$ cat src/rtl/mac_feeder.sv
// Operand feeder for the vector MAC unit: gathers n signed data/weight pairs into packed lanes,
// holds them on the mac interface until it answers, then offers the result. Optional watchdog: MAC_FEEDER_TIMEOUT_EN.
module mac_feeder #(
    parameter int MAX_MACS       = 64,
    parameter int DATA_WIDTH     = 8,
    parameter int TIMEOUT_CYCLES = 1024
) (
    input  logic                           clk,
    input  logic                           rst,
    input  logic                           cmd_valid,
    output logic                           cmd_ready,
    input  logic [10:0]                    cmd_num_macs,
    input  logic                           in_valid,
    output logic                           in_ready,
    input  logic [DATA_WIDTH-1:0]          in_data,
    input  logic [DATA_WIDTH-1:0]          in_weight,
    output logic [10:0]                    mac_num_macs,
    output logic                           mac_valid,
    output logic [MAX_MACS*DATA_WIDTH-1:0] mac_data,
    output logic [MAX_MACS*DATA_WIDTH-1:0] mac_weight,
    input  logic [2*DATA_WIDTH-1:0]        mac_result,
    input  logic                           mac_done,
    output logic                           res_valid,
    input  logic                           res_ready,
    output logic [2*DATA_WIDTH-1:0]        res_data,
    output logic                           res_err
);

    localparam int          VEC_W = MAX_MACS * DATA_WIDTH;
    localparam logic [10:0] MAX_N = 11'(MAX_MACS);

    typedef enum logic [1:0] {IDLE, LOAD, ISSUE, RESULT} state_t;

    state_t                  state, state_nxt;
    logic [10:0]             n_q;
    logic [10:0]             idx_q;
    logic [VEC_W-1:0]        data_q;
    logic [VEC_W-1:0]        weight_q;
    logic [2*DATA_WIDTH-1:0] res_q;
    logic [10:0]             n_cmd;
    logic                    last_beat;
    logic                    expire;

    assign n_cmd     = (cmd_num_macs > MAX_N) ? MAX_N : cmd_num_macs;
    assign last_beat = in_valid && (idx_q == n_q - 11'd1);

`ifdef MAC_FEEDER_TIMEOUT_EN
    localparam int CNT_W = $clog2(TIMEOUT_CYCLES + 1);

    logic [CNT_W-1:0] cnt_q;
    logic             err_q;

    assign expire = (state == ISSUE) && (cnt_q == CNT_W'(TIMEOUT_CYCLES - 1));

    // Counter idles at 0 outside ISSUE, so it restarts from 0 on every entry.
    always_ff @(posedge clk) begin
        if (rst) begin
            cnt_q <= '0;
            err_q <= 1'b0;
        end else begin
            cnt_q <= (state == ISSUE) ? cnt_q + CNT_W'(1) : '0;
            if (state == IDLE && cmd_valid)
                err_q <= 1'b0;
            else if (expire && !mac_done)
                err_q <= 1'b1;
        end
    end

    assign res_err = err_q;
`else
    assign expire  = 1'b0;
    assign res_err = 1'b0;
`endif

    always_ff @(posedge clk) begin
        if (rst) state <= IDLE;
        else     state <= state_nxt;
    end

    // NOTE: state_nxt gets its default before the case so no path leaves it unassigned (no latch).
    always_comb begin
        state_nxt = state;
        case (state)
            IDLE:    if (cmd_valid) state_nxt = (n_cmd == 11'd0) ? RESULT : LOAD;
            LOAD:    if (last_beat) state_nxt = ISSUE;
            ISSUE:   if (mac_done || expire) state_nxt = RESULT;
            RESULT:  if (res_ready) state_nxt = IDLE;
            default: state_nxt = IDLE;
        endcase
    end

    // NOTE: the lane vectors are reset even though they are datapath, because they drive mac
    // directly and must read 0 out of reset.
    always_ff @(posedge clk) begin
        if (rst) begin
            n_q      <= '0;
            idx_q    <= '0;
            data_q   <= '0;
            weight_q <= '0;
            res_q    <= '0;
        end else begin
            case (state)
                IDLE: if (cmd_valid) begin
                    n_q      <= n_cmd;
                    idx_q    <= '0;
                    data_q   <= '0;
                    weight_q <= '0;
                    res_q    <= '0;
                end
                LOAD: if (in_valid) begin
                    for (int i = 0; i < MAX_MACS; i++) begin
                        if (idx_q == 11'(i)) begin
                            data_q[i*DATA_WIDTH +: DATA_WIDTH]   <= in_data;
                            weight_q[i*DATA_WIDTH +: DATA_WIDTH] <= in_weight;
                        end
                    end
                    idx_q <= idx_q + 11'd1;
                end
                // On a watchdog expiry res_q keeps the 0 written at command accept.
                ISSUE: if (mac_done) res_q <= mac_result;
                default: ;
            endcase
        end
    end

    assign cmd_ready    = (state == IDLE);
    assign in_ready     = (state == LOAD);
    assign mac_valid    = (state == ISSUE);
    assign res_valid    = (state == RESULT);
    assign mac_num_macs = n_q;
    assign mac_data     = data_q;
    assign mac_weight   = weight_q;
    assign res_data     = res_q;

endmodule

$ cat config.mk
export PLATFORM = sky130hd
export DESIGN_NAME = mac_feeder
export DESIGN_NICKNAME = d
export VERILOG_FILES = /design/src/rtl/mac_feeder.sv
export SDC_FILE = /design/constraint.sdc
export NUM_CORES = 2
export LEC_CHECK = 0
export BUFFER_PORTS_ARGS = -buffer_cell sky130_fd_sc_hd__buf_2
export CELL_PAD_IN_SITES_DETAIL_PLACEMENT = 1
export CELL_PAD_IN_SITES_GLOBAL_PLACEMENT = 2
export CORE_AREA = 3 3 429 431
export CTS_CLUSTER_DIAMETER = 40
export CTS_CLUSTER_SIZE = 28
export DETAILED_ROUTE_END_ITERATION = 10
export DIE_AREA = 0 0 432 434
export GPL_TIMING_DRIVEN = 0
export PLACE_DENSITY = 0.65
export SKIP_LAST_GASP = 1
export SYNTH_ARGS = -nofsm -noshare
export SYNTH_HDL_FRONTEND = slang
export SYNTH_SLANG_ARGS = --single-unit
$ cat constraint.sdc
create_clock -name clk -period 5.8 [get_ports clk]
set_input_delay 1.16 -clock clk [delete_from_list [all_inputs] [get_ports clk]]
set_output_delay 1.16 -clock clk [all_outputs]
set_load 0.005 [all_outputs]
==> results.json <==
{
  "crit_chain": "inv_1 > ha_1 > clkbuf_1 > nand2_1 > or2_2 > clkbuf_2 > clkbuf_2 > clkbuf_1 > buf_1 > nand3_1 > a21oi_1",
  "dpl_worst_slack_ns": 0.637,
  "max_cap_viol_count": 0,
  "die_h_um": 434,
  "grt_use_total": 0.278,
  "netlist_instances": 5011,
  "area_delta_synth_final_pct": 40.3,
  "ys_seq_elements": 1064,
  "yosysTopAreaCell": "dfxtp_1",
  "post_synth.cell_area_avg_sq_um": 7.97,
  "via_per_inst": 4.96,
  "grt_overflow": 0,
  "max-vdd-ir-drop_mv": 0.261,
  "nNetsFinal": 6387,
  "via_count": 44100,
  "p_per_area_mw_per_mm2": 456,
  "synth_edf_count": 0,
  "ant_nets": 0,
  "grt_max_degree": 17,
  "wl_um": 272000,
  "io_pins": 1105,
  "fin_skew_ns": 0.0416,
  "ctsHtreeMaxLevel": 4,
  "arrival_ns": 5.33,
  "cts_resized": 0,
  "required_ns": 6.55,
  "die_w_um": 432,
  "grt_pass1_wl_um": 365000,
  "rsz0062_at_grt": "no",
  "crit_family": "buffers and inverters",
  "holdBufCountCts": 0,
  "finalHoldViolations": 0,
  "dieArea_sq_mm": 0.187,
  "worstMarginPinSlew_ns": 1.41,
  "max_slew_margin": 0.0511,
  "drc_errors": 0,
  "wl_per_cell_um": 30.6,
  "grt_antenna_before_repair": 20,
  "core_area_sq_mm": 0.181,
  "row_count": 156,
  "worst-path-max-fanout": 10,
  "ys_seq_area_frac": 0.533,
  "critPathKind": "reg -> reg",
  "stdcell_count": 8895,
  "cts.sinks": 1064,
  "cts_setup_buffers": 0,
  "crit_buf_inv": 6,
  "clock-root-buffer": "clkbuf_16",
  "gp_congestion": 0.875,
  "dpl.hpwl_um": 208000,
  "drt_iter0_drc": 2843,
  "setup_viol": 0,
  "hold_class": "reg -> reg",
  "insertion_delay_ns": 0.87,
  "grt_pass1_vias": 43500,
  "cp-start-kind": "flip-flop",
  "synth-main-ff-cell": "dfxtp_1",
  "start_util": 0.221,
  "status": "finished clean",
  "dp_cells": 8484,
  "synth_nets": 5069,
  "layout_common_cells": "buf_2 (1172), dfxtp_1 (1064), nand2_1 (838)",
  "yosysTopAreaCellShare": 0.533,
  "min_period_ns": 4.58,
  "mostFrequentLayoutCell": "buf_2",
  "synth-async-reset-ratio": 0,
  "clockBufferDepth": 3,
  "layout_setup_ws_ns": 1.22,
  "dr.pass1.iters": 5,
  "critPathMaxStageDelay_ns": 0.77,
  "power_w": 0.0256,
  "port_buffers": 1102,
  "fmax_mhz": 218,
  "drive_gt1_frac": 0.253,
  "min_period_over_period": 0.790,
  "clkTransAtPathRegs_ns": 0.05,
  "cts_tree": "yes",
  "ys_warn_count": 0,
  "slew_viol_final": 0,
  "crit_path_end_kind": "flip-flop",
  "synth_area_leaders": "dfxtp_1 (53%), nand3_1 (9.8%), a21oi_1 (9.7%)",
  "leakagePower_nw": 22.1,
  "synth.distinct_cells": 60,
  "numCtsBuffers": 213,
  "syn_area_sq_mm": 0.0400,
  "slowest_stage": "buf_1"
}
[where the power goes]
part	leakage [nW]	switching, W	internal [W]
Sequential	8.57	0.0000249	0.00736
Clock	3.64	0.00449	0.00848
Combinational	9.91	0.00453	0.000689
Total	22.1	0.00905	0.0165
[cells in the mapped netlist, types with 2 or more instances]
cell,n
buf_2,70
nor4_1,5
nand2_2,10
nand2_8,10
or4_1,2
a22oi_1,22
buf_6,5
nor2_1,575
clkbuf_1,360
nand2b_1,4
buf_4,15
a31oi_1,256
or4_4,2
a41oi_1,2
nand3_2,9
xnor2_1,11
nand3_1,781
a21oi_1,774
nor2_4,9
dfxtp_1,1064
a211oi_1,2
and3_1,5
buf_1,40
or2_2,3
or3_1,5
nor2b_1,7
a211oi_2,2
clkbuf_8,6
o21ai_0,5
nor3_2,2
nand2_1,838
nor2_2,21
o21a_1,2
xor2_1,7
nand4_1,2
nor3_1,4
inv_1,9
and2_1,34
ha_1,9
o311a_1,2
[metal layers]
layer / vias to the layer above / wire length [um] / global-route usage
met3: 478 / 15900 / 0.0573
met2: 1570 / 132000 / 0.475
li1: 19800 / - / -
met1: 22300 / 110000 / 0.329
met4: 0 / 15000 / 0.140
met5: - / 0 / 0
[state kept, by name, summed over array words and instances (netlist names)]
register and flops:
state 2, idx_q 11, mac_num_macs 11, mac_data 512, mac_weight 512, res_data 16
[stage by stage]
step	hold WS [ns]	cell area, sq um	utilization	TNS [ns]
after floorplan	0.460	40000	-	0
after global placement	0.450	48400	0.268	-42.41
after detailed placement	0.456	48500	0.268	0
after CTS	0.463	56000	0.310	0
after global routing	0.481	56000	0.310	0
final	0.462	56100	0.310	0
[cell families after synthesis]
logic type,synth area share
other,0.0000939
and+or+nand+nor,0.259
DFF,0.533
buffers and inverters,0.0540
muxes,0.000251
AOI/OAI and AO/OA,0.146
xor gates and xnor gates,0.00395
adders and majority gates,0.00282
[final cells by class]
type | instances | area, sq um
Clock inverter | 109 | 1450
Buffer | 497 | 2130
Antenna cell | 12 | 30.0
Tap cell | 2370 | 2970
Multi-Input combinational cell | 3441 | 16500
Sequential cell | 1064 | 21300
Fill cell | 21700 | 124000
Inverter | 9 | 33.8
Timing Repair Buffer | 1103 | 5530
Clock buffer | 290 | 6110
[path summary, 6_finish.rpt]
kind / startpoint / to / slack [ns] / depth (start not counted)
max reg2reg: state[0] / mac_weight[1] / 1.22 / 11
min reg2reg: mac_data[463] / mac_data[463] / 0.46 / 2
min: mac_data[463] / mac_data[463] / 0.46 / 2
max: state[0] / mac_weight[1] / 1.22 / 11
[worst register-to-register path, cell delays in order, from the launching register on]
cell and delay [ns]:
dfxtp_1 0.36, inv_1 0.09, ha_1 0.23, clkbuf_1 0.25, nand2_1 0.34, or2_2 0.17, clkbuf_2 0.61, clkbuf_2 0.70
clkbuf_1 0.60, buf_1 0.78, nand3_1 0.19, a21oi_1 0.19
(Power assumes the default switching activity.)
